File: config.mk
export PLATFORM = sky130hd
export DESIGN_NAME = spi_config_master
export DESIGN_NICKNAME = d
export VERILOG_FILES = /design/src/rtl/spi_config_master.sv
export SDC_FILE = /design/constraint.sdc
export NUM_CORES = 1
export LEC_CHECK = 0
export ABC_AREA = 0
export BUFFER_PORTS_ARGS = -buffer_cell sky130_fd_sc_hd__buf_2
export CAP_MARGIN = 10
export CORE_UTILIZATION = 55
export CTS_CLUSTER_DIAMETER = 150
export DETAILED_ROUTE_END_ITERATION = 10
export GPL_ROUTABILITY_DRIVEN = 0
export PLACE_DENSITY = 0.78
export SYNTH_ARGS = -nofsm -noshare
export SYNTH_HDL_FRONTEND = slang
export SYNTH_SLANG_ARGS = --single-unit
File: constraint.sdc
create_clock -name system_clock -period 2.55 [get_ports system_clock]
set_input_delay 0 -clock system_clock [delete_from_list [all_inputs] [get_ports system_clock]]
set_output_delay 0 -clock system_clock [all_outputs]
set_load 0.01 [all_outputs]
File: src/rtl/spi_config_master.sv
// ============================================================================
// Module      : spi_config_master
// Description : SPI Mode-0 initiator that streams frames of bytes under one
//               SS-low window, MSB first, and captures MISO readback.
//               Optional macro SPI_MOSI_PAD_EN appends 2 zero SCLK pulses
//               after the last byte of every frame.
// Revision    : 1.0 - initial release
// ============================================================================
`default_nettype none

module spi_config_master #(
    parameter int LEN_W = 9,
    parameter int DIV_W = 8
) (
    input  logic             system_clock,
    input  logic             reset,
    input  logic             start,
    input  logic [LEN_W-1:0] frame_bytes,
    input  logic [DIV_W-1:0] sclk_div,
    input  logic [7:0]       tx_data,
    input  logic             tx_valid,
    output logic             tx_ready,
    output logic [7:0]       rx_data,
    output logic             rx_valid,
    output logic             busy,
    output logic             done,
    output logic             SCLK,
    output logic             MOSI,
    output logic             SS,
    input  logic             MISO
);

`ifdef SPI_MOSI_PAD_EN
    localparam logic c_PAD_EN = 1'b1;
`else
    localparam logic c_PAD_EN = 1'b0;
`endif

    typedef enum logic [2:0] {
        S_IDLE     = 3'd0,
        S_LOAD     = 3'd1,
        S_SHIFT_LO = 3'd2,
        S_SHIFT_HI = 3'd3,
        S_TAIL     = 3'd4,
        S_GAP      = 3'd5
    } state_t;

    state_t           r_state,    w_state_nxt;
    logic [DIV_W-1:0] r_timer,    w_timer_nxt;
    logic [DIV_W-1:0] r_div,      w_div_nxt;
    logic [LEN_W-1:0] r_remain,   w_remain_nxt;
    logic [2:0]       r_bit,      w_bit_nxt;
    logic [7:0]       r_tx_sh,    w_tx_sh_nxt;
    logic [7:0]       r_rx_sh,    w_rx_sh_nxt;
    logic             r_pad,      w_pad_nxt;
    logic [7:0]       r_rx_data,  w_rx_data_nxt;
    logic             r_rx_valid, w_rx_valid_nxt;
    logic             r_busy,     w_busy_nxt;
    logic             r_done,     w_done_nxt;
    logic             r_sclk,     w_sclk_nxt;
    logic             r_ss,       w_ss_nxt;
    logic             w_phase_end;

    always_ff @(posedge system_clock) begin
        if (reset) begin
            r_state    <= S_IDLE;
            r_timer    <= '0;
            r_div      <= '0;
            r_remain   <= '0;
            r_bit      <= 3'd0;
            r_tx_sh    <= 8'h00;
            r_rx_sh    <= 8'h00;
            r_pad      <= 1'b0;
            r_rx_data  <= 8'h00;
            r_rx_valid <= 1'b0;
            r_busy     <= 1'b0;
            r_done     <= 1'b0;
            r_sclk     <= 1'b0;
            r_ss       <= 1'b1;
        end else begin
            r_state    <= w_state_nxt;
            r_timer    <= w_timer_nxt;
            r_div      <= w_div_nxt;
            r_remain   <= w_remain_nxt;
            r_bit      <= w_bit_nxt;
            r_tx_sh    <= w_tx_sh_nxt;
            r_rx_sh    <= w_rx_sh_nxt;
            r_pad      <= w_pad_nxt;
            r_rx_data  <= w_rx_data_nxt;
            r_rx_valid <= w_rx_valid_nxt;
            r_busy     <= w_busy_nxt;
            r_done     <= w_done_nxt;
            r_sclk     <= w_sclk_nxt;
            r_ss       <= w_ss_nxt;
        end
    end

    assign w_phase_end = (r_timer == r_div);

    always_comb begin
        w_state_nxt    = r_state;
        w_timer_nxt    = w_phase_end ? '0 : r_timer + DIV_W'(1);
        w_div_nxt      = r_div;
        w_remain_nxt   = r_remain;
        w_bit_nxt      = r_bit;
        w_tx_sh_nxt    = r_tx_sh;
        w_rx_sh_nxt    = r_rx_sh;
        w_pad_nxt      = r_pad;
        w_rx_data_nxt  = r_rx_data;
        w_rx_valid_nxt = 1'b0;
        w_busy_nxt     = r_busy;
        w_done_nxt     = 1'b0;
        w_sclk_nxt     = r_sclk;
        w_ss_nxt       = r_ss;

        case (r_state)
            S_IDLE: begin
                w_timer_nxt = '0;
                if (start && (frame_bytes != '0)) begin
                    w_div_nxt    = sclk_div;
                    w_remain_nxt = frame_bytes;
                    w_busy_nxt   = 1'b1;
                    w_ss_nxt     = 1'b0;
                    w_state_nxt  = S_LOAD;
                end
            end
            S_LOAD: begin
                w_timer_nxt = '0;
                if (tx_valid) begin
                    w_tx_sh_nxt = tx_data;
                    w_bit_nxt   = 3'd0;
                    w_pad_nxt   = 1'b0;
                    w_state_nxt = S_SHIFT_LO;
                end
            end
            S_SHIFT_LO: begin
                if (w_phase_end) begin
                    w_sclk_nxt = 1'b1;
                    if (!r_pad) begin
                        w_rx_sh_nxt = {r_rx_sh[6:0], MISO};
                    end
                    w_state_nxt = S_SHIFT_HI;
                end
            end
            S_SHIFT_HI: begin
                if (w_phase_end) begin
                    w_sclk_nxt = 1'b0;
                    if (r_bit != 3'd7) begin
                        // MOSI is the shift register MSB, so shifting advances the line
                        w_bit_nxt   = r_bit + 3'd1;
                        w_tx_sh_nxt = {r_tx_sh[6:0], 1'b0};
                        w_state_nxt = S_SHIFT_LO;
                    end else if (r_pad) begin
                        w_state_nxt = S_TAIL;
                    end else begin
                        w_rx_data_nxt  = r_rx_sh;
                        w_rx_valid_nxt = 1'b1;
                        w_remain_nxt   = r_remain - LEN_W'(1);
                        if (r_remain != LEN_W'(1)) begin
                            w_state_nxt = S_LOAD;
                        end else if (c_PAD_EN) begin
                            // Two zero bits: start the bit counter at 6
                            w_pad_nxt   = 1'b1;
                            w_bit_nxt   = 3'd6;
                            w_tx_sh_nxt = 8'h00;
                            w_state_nxt = S_SHIFT_LO;
                        end else begin
                            w_state_nxt = S_TAIL;
                        end
                    end
                end
            end
            S_TAIL: begin
                if (w_phase_end) begin
                    w_ss_nxt    = 1'b1;
                    w_state_nxt = S_GAP;
                end
            end
            S_GAP: begin
                if (w_phase_end) begin
                    w_done_nxt  = 1'b1;
                    w_busy_nxt  = 1'b0;
                    w_tx_sh_nxt = 8'h00;
                    w_state_nxt = S_IDLE;
                end
            end
            default: begin
                w_state_nxt = S_IDLE;
            end
        endcase
    end

    assign tx_ready = (r_state == S_LOAD);
    assign rx_data  = r_rx_data;
    assign rx_valid = r_rx_valid;
    assign busy     = r_busy;
    assign done     = r_done;
    assign SCLK     = r_sclk;
    assign MOSI     = r_tx_sh[7];
    assign SS       = r_ss;

endmodule

`default_nettype wire

## Word level (Yosys, flattened, before mapping)

Cells that the tools add are included.

| storage, ports and cells | value |
|---|---|
| flip-flop bits (word level) | 60 |
| input bits | 30 |
| output and inout bits | 15 |

| operators by class | value |
|---|---|
| add/subtract/negate cells | 3 |
| eq/ne operators | 16 |
| mux-type cells | 30 |
| bitwise gates (word level) | 4 |
| reduce and logical (&&, ||, !) cells | 22 |

Operators with widths:

| operator | number |
|---|---|
| $mux 3 | 11 |
| $mux 8 | 4 |
| $mux 9 | 3 |
| $pmux 8 s3 | 1 |
| $pmux 3 s6 | 1 |
| $pmux 9 s2 | 1 |
| $ne 2x2->1 const B | 8 |
| $reduce_and 3->1 | 4 |
| $reduce_bool 2->1 | 5 |
| $ne 9x1->1 const B | 1 |
| $reduce_bool 9->1 | 1 |
| $sub 9x1->9 const B | 1 |
| $add 8x1->8 const B | 1 |
| $eq 8x8->1 | 1 |
| $reduce_and 4->1 | 2 |
| $reduce_or 4->1 | 2 |
| $eq 3x2->1 const B | 2 |
| $eq 3x3->1 const B | 2 |
| $pmux 1 s2 | 3 |
| $pmux 3 s2 | 1 |
| $reduce_and 6->1 | 1 |
| $mux 1 | 5 |
| $reduce_and 5->1 | 1 |
| $not 1->1 | 4 |
| 8 further kinds | 9 |

## Depth between registers and ports, before layout

Gate-level depths: netlist of run 1.

| depth | value |
|---|---|
| depth in word-level cells | 5 |
| mapped depth | 7 |

## Least setup slack after synthesis of run 1

No wires, ideal clock.

| path | value |
|---|---|
| kind | reg2reg |
| from | reg r_timer[5] |
| to | reg r_rx_sh[5] |
| arrival time | 1.923 ns |
| data required time | 2.422 ns |
| slack | 0.500 ns |
| stages on the path, launching flop included | 8 |
| path buffers | 2 |
| clock period less this slack | 2.050 ns |
| path through | dfxtp_1 xor2_1 or4_1 buf_2 or4_4 buf_6 mux2i_1 nor2_1 |

| between the ends | value |
|---|---|
| word-level cells in the longest chain between the ends | 2 |

Ends and longest elaborated chain:

| item | line | RTL |
|---|---|---|
| start, declared | 49 | `logic [DIV_W-1:0] r_timer, w_timer_nxt;` |
| start signal, assigned | 82 | `r_timer <= w_timer_nxt;` |
| $eq 8x8->1 | 98 | `assign w_phase_end = (r_timer == r_div);` |
| $reduce_and 2->1 (no source line) | - |  |
| end signal, assigned | 87 | `r_rx_sh <= w_rx_sh_nxt;` |
| end, declared | 54 | `logic [7:0] r_rx_sh, w_rx_sh_nxt;` |

No other way between the ends.
A chain may end at the register's enable or synchronous reset.

## Final worst setup path of run 1

| path | value |
|---|---|
| from | reg r_timer[5] |
| to | reg r_rx_sh[2] |

The elaborated chain is that of the path after synthesis.

==> results.cfg, run 1 <==
[status]
status = finished, final reports clean

[layout]
areaGrowthSynthToFinish_pct = 22.9
final-seq-area_um2 = 1200
n_fill_cell = 402
drive_gt1_frac = 0.195
final_nets = 410
multiInputGateArea_um2 = 1490
num_antenna_cells = 0

[clocking]
clk_latency_ns = 0.34
root_buffer = clkbuf_8
h-tree-depth = 3
cts_buffers = 9
clkTransAtPathRegs_ns = 0.07
cts_tree = done
cts_buffer_depth = 2
cts.sinks = 60
postCtsSetupBuffers = 0

[yosys]
syn_inst = 317
netlist-cell-type-count = 46
ys_seq_area_frac = 0.425
synth_top_cell_area_share = 0.425
yosys.area_share.simple = 0.199
synth_adder_area_share = 0.0221
yosysWarnings = 0
syn_area_um2 = 2830
synth_xor_area_frac = 0.0589
synthArstFlopShare = 0
synth-seq-cells = 60
synth.area.mux_share = 0.0886
synth-compound-area-share = 0.159
syn_area_per_cell_um2 = 8.91
synth_top_family_by_area = simple AND/OR/NAND/NOR gates
synth-edff-count = 0
synth_nets = 352
synth-main-ff-cell = dfxtp_1
synth.area.top_cells = dfxtp_1 (43%), mux2i_1 (8.9%), nor2_1 (6.4%), xor2_1 (3.1%), xnor2_1 (2.8%)
netlist.top_cell.by_area = dfxtp_1

[setup_path]
cp.arrival_ns = 2.37
cp-start-kind = flip-flop
cp_max_fo = 8
rr_worst_depth = 5
critical_path.endpoint_type = flip-flop
rr_endpoint = r_rx_sh[2]
crit_start = r_timer[5]
critPathRequiredTime_ns = 2.77
r2r_start = r_timer[5]
cp-endpoint = r_rx_sh[2]
path_class = reg -> reg
r2r_setup_slack_ns = 0.40

[timing]
relSlewSlack = 0.640
tightest_slew_ns = 0.537
hold_ws_ns = 0.0367
setup_tns_ns = 0
rsz0062_at_grt = no
slew_viol_final = 0
final-hold-violation-count = 0
fin_crit_ns = 2.15
setup_viol = 0
fin_crit_sh = 0.843
fmax_mhz = 465
skew_ns = 0.00876

[global_routing]
gr-total-overflow = 0
grt_pass1_vias = 2237
antenna_found_initial = 0
grt_max_degree = 29
grt_first_pass_wirelength_mm = 10.4
track_usage = 0.256

[routing]
vias_per_cell = 5.56
dr.pass1.iters = 5
ant_nets = 0
route.detailed.drc = 0
vias = 2487
drt-initial-drc-count = 252
totalWireLength_mm = 6.30
avgRoutedWirePerCell_um = 14.1

[floorplan]
start_util = 0.586
num_rows = 25
die_h_um = 73.7
die_area_um2 = 5430
coreArea_um2 = 4820
fp.dieW_um = 73.7
io_pins = 45

[pwr]
p_leak_nw = 1.46
powerDensity_nw_per_um2 = 667
vdd_ir_drop_max_mv = 0.490

[worst_hold_path]
worst_hold_path_type = in -> reg

[place]
portBuffers = 44
dp_hpwl_mm = 4.14

[run]
drv_cap = 0
[worst min-delay path by stage]
stage	start	to	cells after the start
finish	tx_valid	r_state[1]	3
global route	tx_valid	r_state[1]	3
CTS	tx_valid	r_state[1]	3
detailed placement	sclk_div[2]	r_div[2]	3
global placement	sclk_div[1]	r_div[1]	3
floorplan	MISO	r_rx_sh[0]	2
[worst max-delay path, cell delays in order, from the launching register on]
cell	delay, ns
dfxtp_1	0.35
xor2_1	0.16
or4_1	0.64
or4_4	0.62
mux2i_1	0.19
nor2_1	0.06
[cells in the mapped netlist (7+ instances only)]
| cell type | instances |
|---|---|
| nor3_1 | 9 |
| xor2_1 | 10 |
| a311oi_1 | 8 |
| dfxtp_1 | 60 |
| clkbuf_1 | 14 |
| a22o_1 | 7 |
| nand2_1 | 11 |
| a21oi_1 | 13 |
| a31oi_1 | 7 |
| mux2i_1 | 25 |
| xnor2_1 | 9 |
| nor2_1 | 48 |
| a222oi_1 | 7 |
| inv_1 | 13 |
| nand3_1 | 13 |
[power breakdown]
part | internal, mW | leakage [nW] | switching (mW)
combinational | 0.147 | 0.863 | 0.180
sequential | 0.978 | 0.488 | 0.0373
clock | 0.606 | 0.114 | 0.364
[cell type report]
type,instances,share of cell area
multi-input cells,224,0.429
flip-flops and latches,60,0.346
repair buffers,67,0.121
clock buffers,13,0.0458
well taps,67,0.0242
clock inverters,3,0.0198
inverters,13,0.0141
[metal layers]
layer / track usage / vias up / wire length, µm
met5: 0 / - / 0
li1: - / 1277 / -
met1: 0.340 / 1136 / 2910
met2: 0.386 / 66 / 2970
met4: 0.0919 / 0 / 86
met3: 0.0892 / 8 / 331
[cells by family (layout without fill, tap and decap cells)]
kind of cell / count (synthesis) / after routing
simple gates: 114 / 114
flops: 60 / 60
compound gates: 61 / 61
fa+ha+maj: 5 / 5
xor+xnor: 19 / 19
mux: 25 / 25
buf+inv: 33 / 96
[flip-flops by register name, summed over array words and instances, names as in the netlist]
register / cells
SCLK: 1
SS: 1
busy: 1
done: 1
r_bit: 3
r_div: 8
r_remain: 9
r_rx_sh: 8
r_state: 3
r_timer: 8
r_tx_sh: 8
rx_data: 8
rx_valid: 1
[through the flow]
stage                      util  setup slack (ns)  power (mW)  cells  cell area, µm²
after CTS                 0.721             0.397        2.33    447            3470
after detailed placement  0.650             0.435        1.35    420            3130
after floorplan               -             0.500        1.25    317            2830
after global placement    0.650             0.482        1.34    420            3130
after global routing      0.721             0.297        2.42    447            3470
final                     0.721             0.401        2.31    447            3470
[what timing repair did]
action	4_1_cts	5_1_grt
hold endpoints to repair	11	0
setup endpoints to repair	0	0
resized for setup	0	0
hold buffers	11	0
[cell usage in the layout, fill, tap and decap left out, types with 7 or more instances in the layout]
| cell | instances |
|---|---|
| a31oi_1 | 7 |
| nor2_1 | 48 |
| dfxtp_1 | 60 |
| a311oi_1 | 8 |
| a21oi_1 | 13 |
| nor3_1 | 9 |
| a22o_1 | 7 |
| clkbuf_8 | 11 |
| xor2_1 | 10 |
| mux2i_1 | 25 |
| inv_1 | 13 |
| buf_2 | 44 |
| xnor2_1 | 9 |
| nand2_1 | 11 |
| dlygate4sd3_1 | 11 |
| nand3_1 | 13 |
| buf_4 | 12 |
| a222oi_1 | 7 |
Note: power is estimated with default switching activity, not from simulation.
==> run 2: changes to the inputs <==
==> constraint.sdc (replaced) <==
create_clock -name system_clock -period 2.2 [get_ports system_clock]
set_input_delay 0 -clock system_clock [delete_from_list [all_inputs] [get_ports system_clock]]
set_output_delay 0 -clock system_clock [all_outputs]
set_load 0.01 [all_outputs]
==> run 2 against run 1 <==
Net effect:
- non-clock buffer count increased by 2
- cell area rose by 0.18%
- hold slack lost 0.012 ns
- register-to-register slack got worse by 0.28 ns
- first-iteration DRC count is 23% lower
- clock power up 12%
- core utilization rose by 0.13 points
- combinational power increased by 21%
- die area did not move
- fmax increased by 3.4%
- via count rose by 2.0%
- largest cell class unchanged
- highest routed layer unchanged
==> results.cfg, run 2 (synthesis gave the netlist of run 1 again) <==
[setup_path]
rr_worst_depth = 5
cp_max_fo = 8
cp-start-kind = flip-flop
critical_path.endpoint_type = flip-flop
path_class = reg -> reg
cp.arrival_ns = 2.27
critPathRequiredTime_ns = 2.40

[pwr]
p_leak_nw = 1.47
clockPowerShare = 0.411
pwr-share-comb = 0.149
powerDensity_nw_per_um2 = 765
power.switching_uw = 683
vdd_ir_drop_max_mv = 0.645
swShare = 0.257
power_frac_seq = 0.440
p_int_mw = 1.98

[place]
dp_slack_ns = 0.0609
dp_cells = 422
placed_area_um2 = 3150
portBuffers = 44
dp_hpwl_mm = 4.08

[layout]
drive_gt1_frac = 0.202
max_flop_register = r_remain
largest_reg_flops = 9
layoutNonFillerInstCount = 448
layout_common_cells = dfxtp_1 (60), nor2_1 (48), buf_2 (44)
num_antenna_cells = 0
final_nets = 412
layout_commonest_cell = dfxtp_1
n_fill_cell = 403
final_area_um2 = 3480
areaGrowthSynthToFinish_pct = 23.1

[routing]
vias_per_cell = 5.66
avgRoutedWirePerCell_um = 14.0
dr.pass1.iters = 7
ant_nets = 0
drt-initial-drc-count = 195
totalWireLength_mm = 6.25
vias = 2536
route.detailed.drc = 0

[global_routing]
grt_max_degree = 35
grt_first_pass_wirelength_mm = 10.1
gr-total-overflow = 0
track_usage = 0.247
antenna_found_initial = 0
grt_pass1_vias = 2321

[timing]
final-hold-violation-count = 0
fmax_mhz = 481
rsz0062_at_grt = no
fin_crit_ns = 2.08
setup_viol = 0
tightest_slew_ns = 0.570
skew_ns = 0.00646
slew_viol_final = 0
relSlewSlack = 0.620
setup_tns_ns = 0
fin_crit_sh = 0.944
setup_ws_ns = 0.122

[clocking]
clkTransAtPathRegs_ns = 0.07
root_buffer = clkbuf_8
h-tree-depth = 3
cts.sinks = 60
cts_tree = done
cts_buffers = 9
clk_latency_ns = 0.34
cts_buffer_depth = 2
postCtsSetupBuffers = 0

[run]
drv_cap = 0

[floorplan]
die_h_um = 73.7
die_area_um2 = 5430
start_util = 0.586
io_pins = 45
fp.dieW_um = 73.7
num_rows = 25
coreArea_um2 = 4820

[status]
status = finished, final reports clean

[worst_hold_path]
hold_path_depth = 3
worst_hold_path_type = in -> reg
[run 2: critical path, stage by stage (launching register included)]
cell and delay (ns):
dfxtp_1 0.35, xor2_1 0.17, or4_4 0.58, or4_4 0.60, mux2i_1 0.18, nor2_1 0.06
[run 2: per-stage QoR]
step | util | total power [mW] | hold slack [ns]
after CTS | 0.721 | 2.66 | 0.00478
after floorplan | - | 1.45 | 0.144
after detailed placement | 0.654 | 1.56 | 0.242
after global placement | 0.654 | 1.56 | 0.235
final | 0.722 | 2.66 | 0.0249
after global routing | 0.722 | 2.78 | 0.0522
[run 2: final timing paths]
kind / from / to / slack (ns)
max: r_timer[5] / r_rx_sh[6] / 0.12
min: tx_valid / r_state[1] / 0.02
max reg2reg: r_timer[5] / r_rx_sh[6] / 0.12
min reg2reg: r_tx_sh[0] / r_tx_sh[0] / 0.46
[run 2: layer usage]
layer  up-vias  track usage  routed length (µm)
li1       1269            -                   -
met1      1181        0.306                2910
met2        77        0.396                2920
met3         9       0.0823                 338
met4         0       0.0962                  82
met5         -            0                   0
[run 2: timing repair]
item | CTS | global route
endpoints found under the hold margin | 11 | 0
hold buffers | 11 | 0
setup endpoints to repair | 0 | 15
gates resized for setup | 0 | 1
[run 2: layout make-up]
cell class | instances | area (µm²) | share of cell area
clock inverter | 4 | 73.8 | 0.0212
timing repair buffer | 69 | 435 | 0.125
clock buffer | 11 | 141 | 0.0407
sequential | 60 | 1200 | 0.345
inverter | 13 | 48.8 | 0.0140
multi-input combinational | 224 | 1490 | 0.429
tap | 67 | 83.8 | 0.0241
[run 2: power groups by stage]
stage / combinational (mW) / sequential [mW] / clock [mW]
finish: 0.396 / 1.17 / 1.09
global route: 0.438 / 1.18 / 1.16
CTS: 0.389 / 1.17 / 1.11
detailed placement: 0.372 / 1.19 / 0
global placement: 0.365 / 1.19 / 0
floorplan: 0.257 / 1.19 / 0
